`config.mk`:
```
export PLATFORM = sky130hd
export DESIGN_NAME = block_connect_flat
export DESIGN_NICKNAME = d
export VERILOG_FILES = /design/src/rtl/block_connect_if.sv /design/src/rtl/block_connect.sv /design/src/flat_wrapper.sv
export SDC_FILE = /design/constraint.sdc
export NUM_CORES = 1
export LEC_CHECK = 0
export ABC_AREA = 1
export CORE_ASPECT_RATIO = 0.75
export CORE_MARGIN = 5
export CORE_UTILIZATION = 55
export DETAILED_ROUTE_END_ITERATION = 6
export GPL_TIMING_DRIVEN = 1
export PLACE_DENSITY = 0.85
export SYNTH_ARGS = -nofsm -noshare
export SYNTH_HDL_FRONTEND = slang
export SYNTH_SLANG_ARGS = --single-unit
```
`constraint.sdc`:
```
create_clock -name clk -period 14.3 [get_ports clk]
set_input_delay 2.86 -clock clk [delete_from_list [all_inputs] [get_ports clk]]
set_output_delay 2.86 -clock clk [all_outputs]
set_load 0.005 [all_outputs]
```
`src/rtl/block_connect_if.sv`:
```
// I/Q sample bus for block_connect: input samples and rotated/averaged outputs.
interface block_connect_if #(
    parameter int DW = 16
);
    logic signed [DW-1:0] x_i;
    logic signed [DW-1:0] x_q;
    logic signed [DW-1:0] y_out_i;
    logic signed [DW-1:0] y_out_q;

    modport master (
        output x_i,
        output x_q,
        input  y_out_i,
        input  y_out_q
    );

    modport slave (
        input  x_i,
        input  x_q,
        output y_out_i,
        output y_out_q
    );
endinterface

```
`src/rtl/block_connect.sv`:
```
// I/Q chain: 4-deep delay line, 4-tap floor moving average, optional fs/4 rotator.
// Define BLOCK_CONNECT_ROTATE_EN to include the saturating rotator and phase counter.
module block_connect #(
    parameter int DW = 16
) (
    input logic           clk,
    input logic           reset,
    block_connect_if.slave bus
);
    localparam int SW = DW + 2;
    localparam logic signed [DW-1:0] MIN_VAL = {1'b1, {(DW-1){1'b0}}};
    localparam logic signed [DW-1:0] MAX_VAL = {1'b0, {(DW-1){1'b1}}};

    logic signed [DW-1:0] tap_i [0:3];
    logic signed [DW-1:0] tap_q [0:3];
    logic signed [SW-1:0] sum_i;
    logic signed [SW-1:0] sum_q;
    logic signed [DW-1:0] avg_i;
    logic signed [DW-1:0] avg_q;
    logic signed [DW-1:0] y_i;
    logic signed [DW-1:0] y_q;

    function automatic logic signed [SW-1:0] sext(input logic signed [DW-1:0] v);
        return {{2{v[DW-1]}}, v};
    endfunction

    // The only value whose negation overflows is the most negative one.
    function automatic logic signed [DW-1:0] neg_sat(input logic signed [DW-1:0] v);
        return (v == MIN_VAL) ? MAX_VAL : -v;
    endfunction

    always_ff @(posedge clk or posedge reset) begin
        if (reset) begin
            for (int k = 0; k < 4; k++) begin
                tap_i[k] <= '0;
                tap_q[k] <= '0;
            end
        end else begin
            tap_i[0] <= bus.x_i;
            tap_q[0] <= bus.x_q;
            for (int k = 3; k > 0; k--) begin
                tap_i[k] <= tap_i[k-1];
                tap_q[k] <= tap_q[k-1];
            end
        end
    end

    always_comb begin
        sum_i = sext(tap_i[0]) + sext(tap_i[1]) + sext(tap_i[2]) + sext(tap_i[3]);
        sum_q = sext(tap_q[0]) + sext(tap_q[1]) + sext(tap_q[2]) + sext(tap_q[3]);
    end

    // Arithmetic shift gives floor division; the quotient always fits in DW bits.
    always_ff @(posedge clk or posedge reset) begin
        if (reset) begin
            avg_i <= '0;
            avg_q <= '0;
        end else begin
            avg_i <= DW'(sum_i >>> 2);
            avg_q <= DW'(sum_q >>> 2);
        end
    end

`ifdef BLOCK_CONNECT_ROTATE_EN
    typedef enum logic [1:0] {PH_0, PH_1, PH_2, PH_3} phase_t;

    phase_t               phase;
    phase_t               phase_next;
    logic signed [DW-1:0] rot_i;
    logic signed [DW-1:0] rot_q;

    always_ff @(posedge clk or posedge reset) begin
        if (reset) begin
            phase <= PH_0;
        end else begin
            phase <= phase_next;
        end
    end

    // Phase steps every edge; the rotation uses the pre-increment phase.
    always_comb begin
        phase_next = PH_0;
        rot_i      = avg_i;
        rot_q      = avg_q;
        unique case (phase)
            PH_0: begin
                phase_next = PH_1;
            end
            PH_1: begin
                phase_next = PH_2;
                rot_i      = avg_q;
                rot_q      = neg_sat(avg_i);
            end
            PH_2: begin
                phase_next = PH_3;
                rot_i      = neg_sat(avg_i);
                rot_q      = neg_sat(avg_q);
            end
            PH_3: begin
                phase_next = PH_0;
                rot_i      = neg_sat(avg_q);
                rot_q      = avg_i;
            end
            default: begin
                phase_next = PH_0;
            end
        endcase
    end

    always_ff @(posedge clk or posedge reset) begin
        if (reset) begin
            y_i <= '0;
            y_q <= '0;
        end else begin
            y_i <= rot_i;
            y_q <= rot_q;
        end
    end
`else
    always_ff @(posedge clk or posedge reset) begin
        if (reset) begin
            y_i <= '0;
            y_q <= '0;
        end else begin
            y_i <= avg_i;
            y_q <= avg_q;
        end
    end
`endif

    assign bus.y_out_i = y_i;
    assign bus.y_out_q = y_q;
endmodule

```
`src/flat_wrapper.sv`:
```
// flat-port wrapper written by rule: the top's interface ports become plain ports
module block_connect_flat 
#(
    parameter int DW = 16
)
  (clk, reset, bus_x_i, bus_x_q, bus_y_out_i, bus_y_out_q);
  block_connect_if #(.DW(DW)) bus_i ();
  input logic clk;
  input logic reset;
  input wire logic [$bits(bus_i.x_i)-1:0] bus_x_i;
  input wire logic [$bits(bus_i.x_q)-1:0] bus_x_q;
  output wire logic [$bits(bus_i.y_out_i)-1:0] bus_y_out_i;
  output wire logic [$bits(bus_i.y_out_q)-1:0] bus_y_out_q;
  assign bus_i.x_i = bus_x_i;
  assign bus_i.x_q = bus_x_q;
  assign bus_y_out_i = bus_i.y_out_i;
  assign bus_y_out_q = bus_i.y_out_q;
  block_connect #(.DW(DW)) u_core (.clk(clk), .reset(reset), .bus(bus_i));
endmodule
```
==> Yosys cells after proc, flatten, opt, wreduce, memory -nomap -nowiden <==
Index checks and enable logic that the tools add are counted.
Widths: inputs -> output; s select.
{ "totals": {"reg_bits": 192, "in_bits": 34, "out_inout_bits": 32, "wordCells": 18} }
{ "classes": {"addsub": 6} }
{ "op_table": {"columns": ["cell", "n"], "rows": [
  ["$add 17x16->18", 2],
  ["$add 18x16->18", 2],
  ["$add 16x16->17", 2]
]} }

==> Logic depth before layout (Yosys ltp) <==
Gate-level depths: netlist of run 1.
{ "logic_depth": {"word_depth": 3, "ltp_mapped": 16, "depth_no_buf": 16} }

==> Worst setup path before layout of run 1 <==
No wires, ideal clock.
{ "synth_timing": {"path_kind": "reg-to-output", "startpoint": "reg u_core.y_i[0] (netlist: u_core.bus.y_out_i[0])", "endpoint": "out bus_y_out_i[0]", "t_arrival_ns": 0.349, "required_time_ns": 11.440, "setup_slack_ns": 11.091, "path_stages_with_launch": 1, "n_path_buf": 0, "path_cell_list": "dfrtp_1"} }
{ "synth_lines": {"columns": ["item", "line", "source"], "rows": [
  ["start: declaration", "block_connect.sv:20", "logic signed [DW-1:0] y_i;"],
  ["start signal: assignment", "block_connect.sv:125", "y_i <= avg_i;"],
  ["end: declaration", "flat_wrapper.sv:12", "output wire logic [$bits(bus_i.y_out_i)-1:0] bus_y_out_i;"]
]} }
No word-level cell between the ends.

==> flow_summary.toml, run 1 <==
[status]
status = "complete, no violations"

[worst_setup_path]
critical_path.startpoint = "reset"
worstPathArrival_ps = 4770
slowest_stage = "buf_4"
worstReg2RegStart = "u_core.tap_i[1]"
cp_top_family = "buffers and inverters"
crit_chain = "clkdlybuf4s50_1, inv_8, buf_4"
start_kind = "input pin"
critPathBufInv = 3
cp-end-kind = "asynchronous set/reset pin"
crit_required_ps = 14770
path_class = "input pin to asynchronous set/reset pin"
cp_max_fo = 129
slowest_delay_ps = 720

[cts]
cts_buffers = 17
ctsResizeCount = 0
clk_pin_slew_ps = 60
clock_latency_ps = 430
clock_path_buffers = 2
cts_tree = "yes"
cts_root_buf = "clkbuf_16"
hold_buffers = 0
cts_max_level = 4
post_cts.repair.setup_buffers = 0
clkSinkCount = 192

[pwr]
internal_power_w = 0.00116
power_switching_w = 0.000509
p_clk_share_pct = 27.7
power_frac_comb_pct = 31.0
power_frac_seq_pct = 41.3
p_leak_nw = 5.49
sw_frac_of_total_pct = 30.6
power_density_nw_per_um2 = 164
vdd_drop_max_v = 0.0000931

[cells_and_area]
final_common_cell = "inv_1"
fill_cells = 1172
fin_cells = 1100
final_cell_mix = "243 x inv_1, 192 x dfrtp_1, 148 x nand2_1"
num-nets-final = 1012
area_delta_synth_final_pct = 17.4
fin_util_pct = 66.4
drive_gt1_share_pct = 6.26
antenna_cells = 0

[global_routing]
grt_pass1_vias = 5306
grt-ovfl-total = 0
grt_antenna_before_repair = 0
grt_max_degree = 130
track_usage_pct = 16.3
grt_pass1_wl_um = 24000

[worst_hold_path]
hold_path.startpoint = "u_core.avg_i[7]"
hp-class = "flop to flop"

[floorplan]
die_area_um2 = 18400
start_util_pct = 56.5
dieWidth_um = 155
placementRows = 39
dieHeight_um = 119
core_um2 = 15300
pin_count = 66

[drt]
wl_um = 13100
drtAntennaViolNets = 0
avgRoutedWirePerCell_um = 11.9
drc = 0
vias = 4914
vias_per_cell = 4.47
drt_iter0_markers = 188
dr.pass1.iters = 4

[logic_synthesis]
yosysSeqAreaShare_pct = 55.5
postSynthAreaPerCell_um2 = 10.9
syn_area_um2 = 8660
postSynthCellCount = 797
synth_seq_cells = 192
yosysUniqueCellTypes = 23
yosysWarnings = 0
syn-num-nets = 927

[place]
port_buffers = 65
globalplace.congestion = 0.849
numPlacedInstances = 1068
place_hpwl_um = 10100

[sta]
setup_tns_ps = 0
finalClockSkew_ps = 8.08
final.period_utilization_pct = 30.1
slew_violations = 0
grt_setup_unrepaired = "false"
max_freq_mhz = 233
worst_slew_pin_slew_ps = 804
fin_crit_ps = 4300
setup_viol = 0
hold_viol = 0
slew_headroom_pct = 46.4

[flow_run]
maxCapViolations = 0
==> cell type report <==
class / instances / area [um^2] / area share [%]
Timing Repair Buffer: 66 / 658 / 6.47
Clock inverter: 11 / 129 / 1.27
Sequential cell: 192 / 4800 / 47.2
Clock buffer: 21 / 460 / 4.53
Inverter: 246 / 931 / 9.15
Multi-Input combinational cell: 359 / 2940 / 28.8
Tap cell: 205 / 256 / 2.52
==> metal layers <==
metal	vias up	share of wire [%]	global-route usage [%]
li1	2449	-	-
met1	2379	42	20.2
met2	67	53	28.1
met3	19	3.8	4.02
met4	0	1.8	5.52
met5	-	0	0
==> stage by stage <==
step                hold WS [ps]  total power [W]  setup slack (ps)  area (um^2)
finish                       348          0.00167             10000        10200
detailed placement           335          0.00122              9460         9590
global placement             332          0.00120              9480         9590
global route                 354          0.00179              9640        10200
CTS                          349          0.00169              9930        10200
floorplan                    331          0.00103              6210         8660
==> final timing paths <==
check,to,slack [ps],cells after the start
worst max-delay path,u_core.tap_q[10],10000,3
worst min-delay path,u_core.bus.y_out_i[7],350,0
worst max register to register,u_core.avg_i[15],11500,15
worst min register to register,u_core.bus.y_out_i[7],350,0
max in group clk,bus_y_out_q[8],10170,1
min in group asynchronous,u_core.tap_i[4],3020,2
==> sequential cells by signal, summed over array words and instances, names as in the netlist <==
register,count
u_core.bus.y_out_q,16
u_core.bus.y_out_i,16
u_core.tap_i,64
u_core.avg_q,16
u_core.tap_q,64
u_core.avg_i,16
==> synth_stat cells <==
master | count | area share (%)
inv_2 | 2 | 0.087
inv_1 | 244 | 11
xnor2_1 | 3 | 0.30
nand3b_4 | 1 | 0.23
or2_4 | 1 | 0.10
o21ai_0 | 4 | 0.23
ha_1 | 30 | 4.3
nor2_2 | 2 | 0.14
nor3_1 | 2 | 0.12
nor3_2 | 3 | 0.35
a21oi_2 | 5 | 0.51
nand3b_1 | 3 | 0.26
dfrtp_1 | 192 | 55
or2_1 | 1 | 0.072
a21oi_1 | 17 | 0.98
nand3_1 | 23 | 1.3
nand3_2 | 1 | 0.12
xor2_1 | 13 | 1.3
and2_2 | 1 | 0.087
nand2_2 | 8 | 0.58
fa_1 | 66 | 15
nand2_1 | 148 | 6.4
nor2_1 | 27 | 1.2
==> worst reg2reg max path, cell delays in order, from the launching register on <==
cell,delay [ps]
dfrtp_1,330
inv_1,60
fa_1,530
inv_1,60
fa_1,440
nand2_1,90
nor2_2,50
fa_1,390
nand2_1,80
nand2_1,120
nand3_1,140
nand2_2,90
nand2_1,120
nand2_1,60
nand2_1,60
nand2_1,60
==> kinds of logic (layout without fill, tap and decap cells) <==
group / after synthesis / count (layout) / share of synthesized area [%]
buffers and inverters: 246 / 344 / 10.7
AND/OR/NAND/NOR: 221 / 221 / 11.0
flip-flops: 192 / 192 / 55.5
adder cells (fa/ha/maj): 96 / 96 / 19.6
AO/OA/AOI/OAI: 26 / 26 / 1.72
XOR/XNOR: 16 / 16 / 1.62
==> power groups by stage <==
stage	Sequential (W)	Clock (W)	Combinational, W
CTS	0.000692	0.000474	0.000524
detailed placement	0.000702	0	0.000518
finish	0.000689	0.000462	0.000517
global route	0.000702	0.000496	0.000597
global placement	0.000695	0	0.000502
floorplan	0.000697	0	0.000330
(Power assumes the default switching activity.)
==> inputs of run 2 (changes only) <==
CORE_UTILIZATION = 53   (was 55)
clock period = 3.6 ns   (was 14.3 ns; I/O delays follow)
==> run 2 against run 1 <==
Compared with the run above:
- clock power increased to 3.8 times the previous value
- largest cell class unchanged
- via count increased by 2.5%
- cell area hardly changed
- register-to-register slack worse by 11000 ps
- first-iteration DRC count rose by 38%
- non-clock buffer count grew 1
- critical path depth grew 12
- worst hold slack lost 0.61 ps
- largest power group unchanged
- total power grew to 3.9 times the previous value
==> flow_summary.toml, run 2 (synthesis results as in run 1) <==
[status]
status = "complete, no violations"

[cts]
clock_latency_ps = 430
cts_tree = "yes"
cts_max_level = 4
cts_root_buf = "clkbuf_16"
clock_path_buffers = 2
post_cts.repair.setup_buffers = 0
cts_buffers = 17
clk_pin_slew_ps = 70
hold_buffers = 0
clkSinkCount = 192
ctsResizeCount = 0

[cells_and_area]
final_common_cell = "inv_1"
drive_gt1_share_pct = 6.47
final_cell_mix = "243 x inv_1, 192 x dfrtp_1, 148 x nand2_1"
num-nets-final = 1013
area_delta_synth_final_pct = 17.5
antenna_cells = 0
reg_top3 = "u_core.tap_i (64), u_core.tap_q (64)"

[pwr]
power_density_nw_per_um2 = 647
p_leak_nw = 5.47
vdd_drop_max_v = 0.000366
total_power_w = 0.00658

[drt]
drt_iter0_markers = 260
drc = 0
vias = 5036
wl_um = 13800
drtAntennaViolNets = 0
avgRoutedWirePerCell_um = 12.4
dr.pass1.iters = 4
vias_per_cell = 4.55

[floorplan]
core_um2 = 16000
dieHeight_um = 121
die_area_um2 = 19000
start_util_pct = 54.1
pin_count = 66
placementRows = 40
dieWidth_um = 158

[flow_run]
maxCapViolations = 0

[worst_setup_path]
worstPathArrival_ps = 3120
crit_required_ps = 3930
start_kind = "flop"
path_class = "flop to flop"
cp_max_fo = 3
cp-end-kind = "flop"

[sta]
slew_violations = 0
worst_slew_pin_slew_ps = 543
grt_setup_unrepaired = "false"
finalClockSkew_ps = 9.55
setup_tns_ps = 0
slew_headroom_pct = 63.8
max_freq_mhz = 358
final.period_utilization_pct = 77.5
setup_viol = 0
hold_viol = 0
layout_setup_ws_ps = 808
fin_crit_ps = 2790

[place]
port_buffers = 65
globalplace.congestion = 0.881
dp_slack_ps = 846
place_hpwl_um = 10400

[global_routing]
grt_antenna_before_repair = 0
track_usage_pct = 16.2
grt_max_degree = 111
grt_pass1_vias = 5357
grt_pass1_wl_um = 24200
grt-ovfl-total = 0

[worst_hold_path]
hp-class = "flop to flop"
==> run 2: cell count changes in the layout (fill, tap and decap cells not counted), sizes merged <==
cell,delta
clkinvlp,+4
clkinv,-3
inv,+2
buf,+1
clkbuf,-1
bufinv,-2
==> run 2: power breakdown <==
| group | leakage (nW) | internal [W] | switching [W] |
|---|---|---|---|
| Clock | 0.260 | 0.000936 | 0.000814 |
| Combinational | 2.96 | 0.000938 | 0.00114 |
| Sequential | 2.24 | 0.00260 | 0.000150 |
==> run 2: worst paths after layout <==
path,from,end,slack (ps),cells after the start
min in group asynchronous,reset,u_core.tap_i[51],780,3
hold / removal,u_core.avg_i[12],u_core.bus.y_out_i[12],350,0
max in group asynchronous,reset,u_core.tap_q[13],2360,3
hold reg to reg,u_core.avg_i[12],u_core.bus.y_out_i[12],350,0
setup reg to reg,u_core.tap_i[1],u_core.avg_i[15],810,15
setup / recovery,u_core.tap_i[1],u_core.avg_i[15],810,15
==> run 2: area by class of cell <==
cell class                 instances  area [um^2]
tap                              210          263
clock inverter                    12          100
clock buffer                      20          457
sequential                       192         4800
timing repair buffer              67          691
fill                            1237         5840
multi-input combinational        359         2940
inverter                         246          927
==> run 2: critical path: stages, from the launching register on <==
cell and delay, ps:
dfrtp_1 340, inv_1 60, fa_1 540, inv_1 60
fa_1 460, nand2_1 90, nor2_2 50, fa_1 400
nand2_1 90, nand2_1 110, nand3_1 120, nand2_2 90
nand2_1 100, nand2_1 60, nand2_1 70, nand2_1 50
==> run 2: through the flow <==
stage          std cells  hold slack (ps)  util [%]  cell area (um^2)
6_report            1106              348      63.5             10200
3_5_place_dp        1074              335      60.1              9620
3_3_place_gp        1074              332      60.1              9620
5_1_grt             1106              354      63.5             10200
2_1_floorplan        797              331         -              8670
4_1_cts             1106              350      63.5             10200
==> run 2: layer usage <==
metal / vias up / GRT usage (%) / routed length (um)
li1: 2441 / - / -
met1: 2472 / 19.7 / 5590
met2: 108 / 28.4 / 7360
met3: 15 / 4.26 / 627
met4: 0 / 5.16 / 171
met5: - / 0 / 0
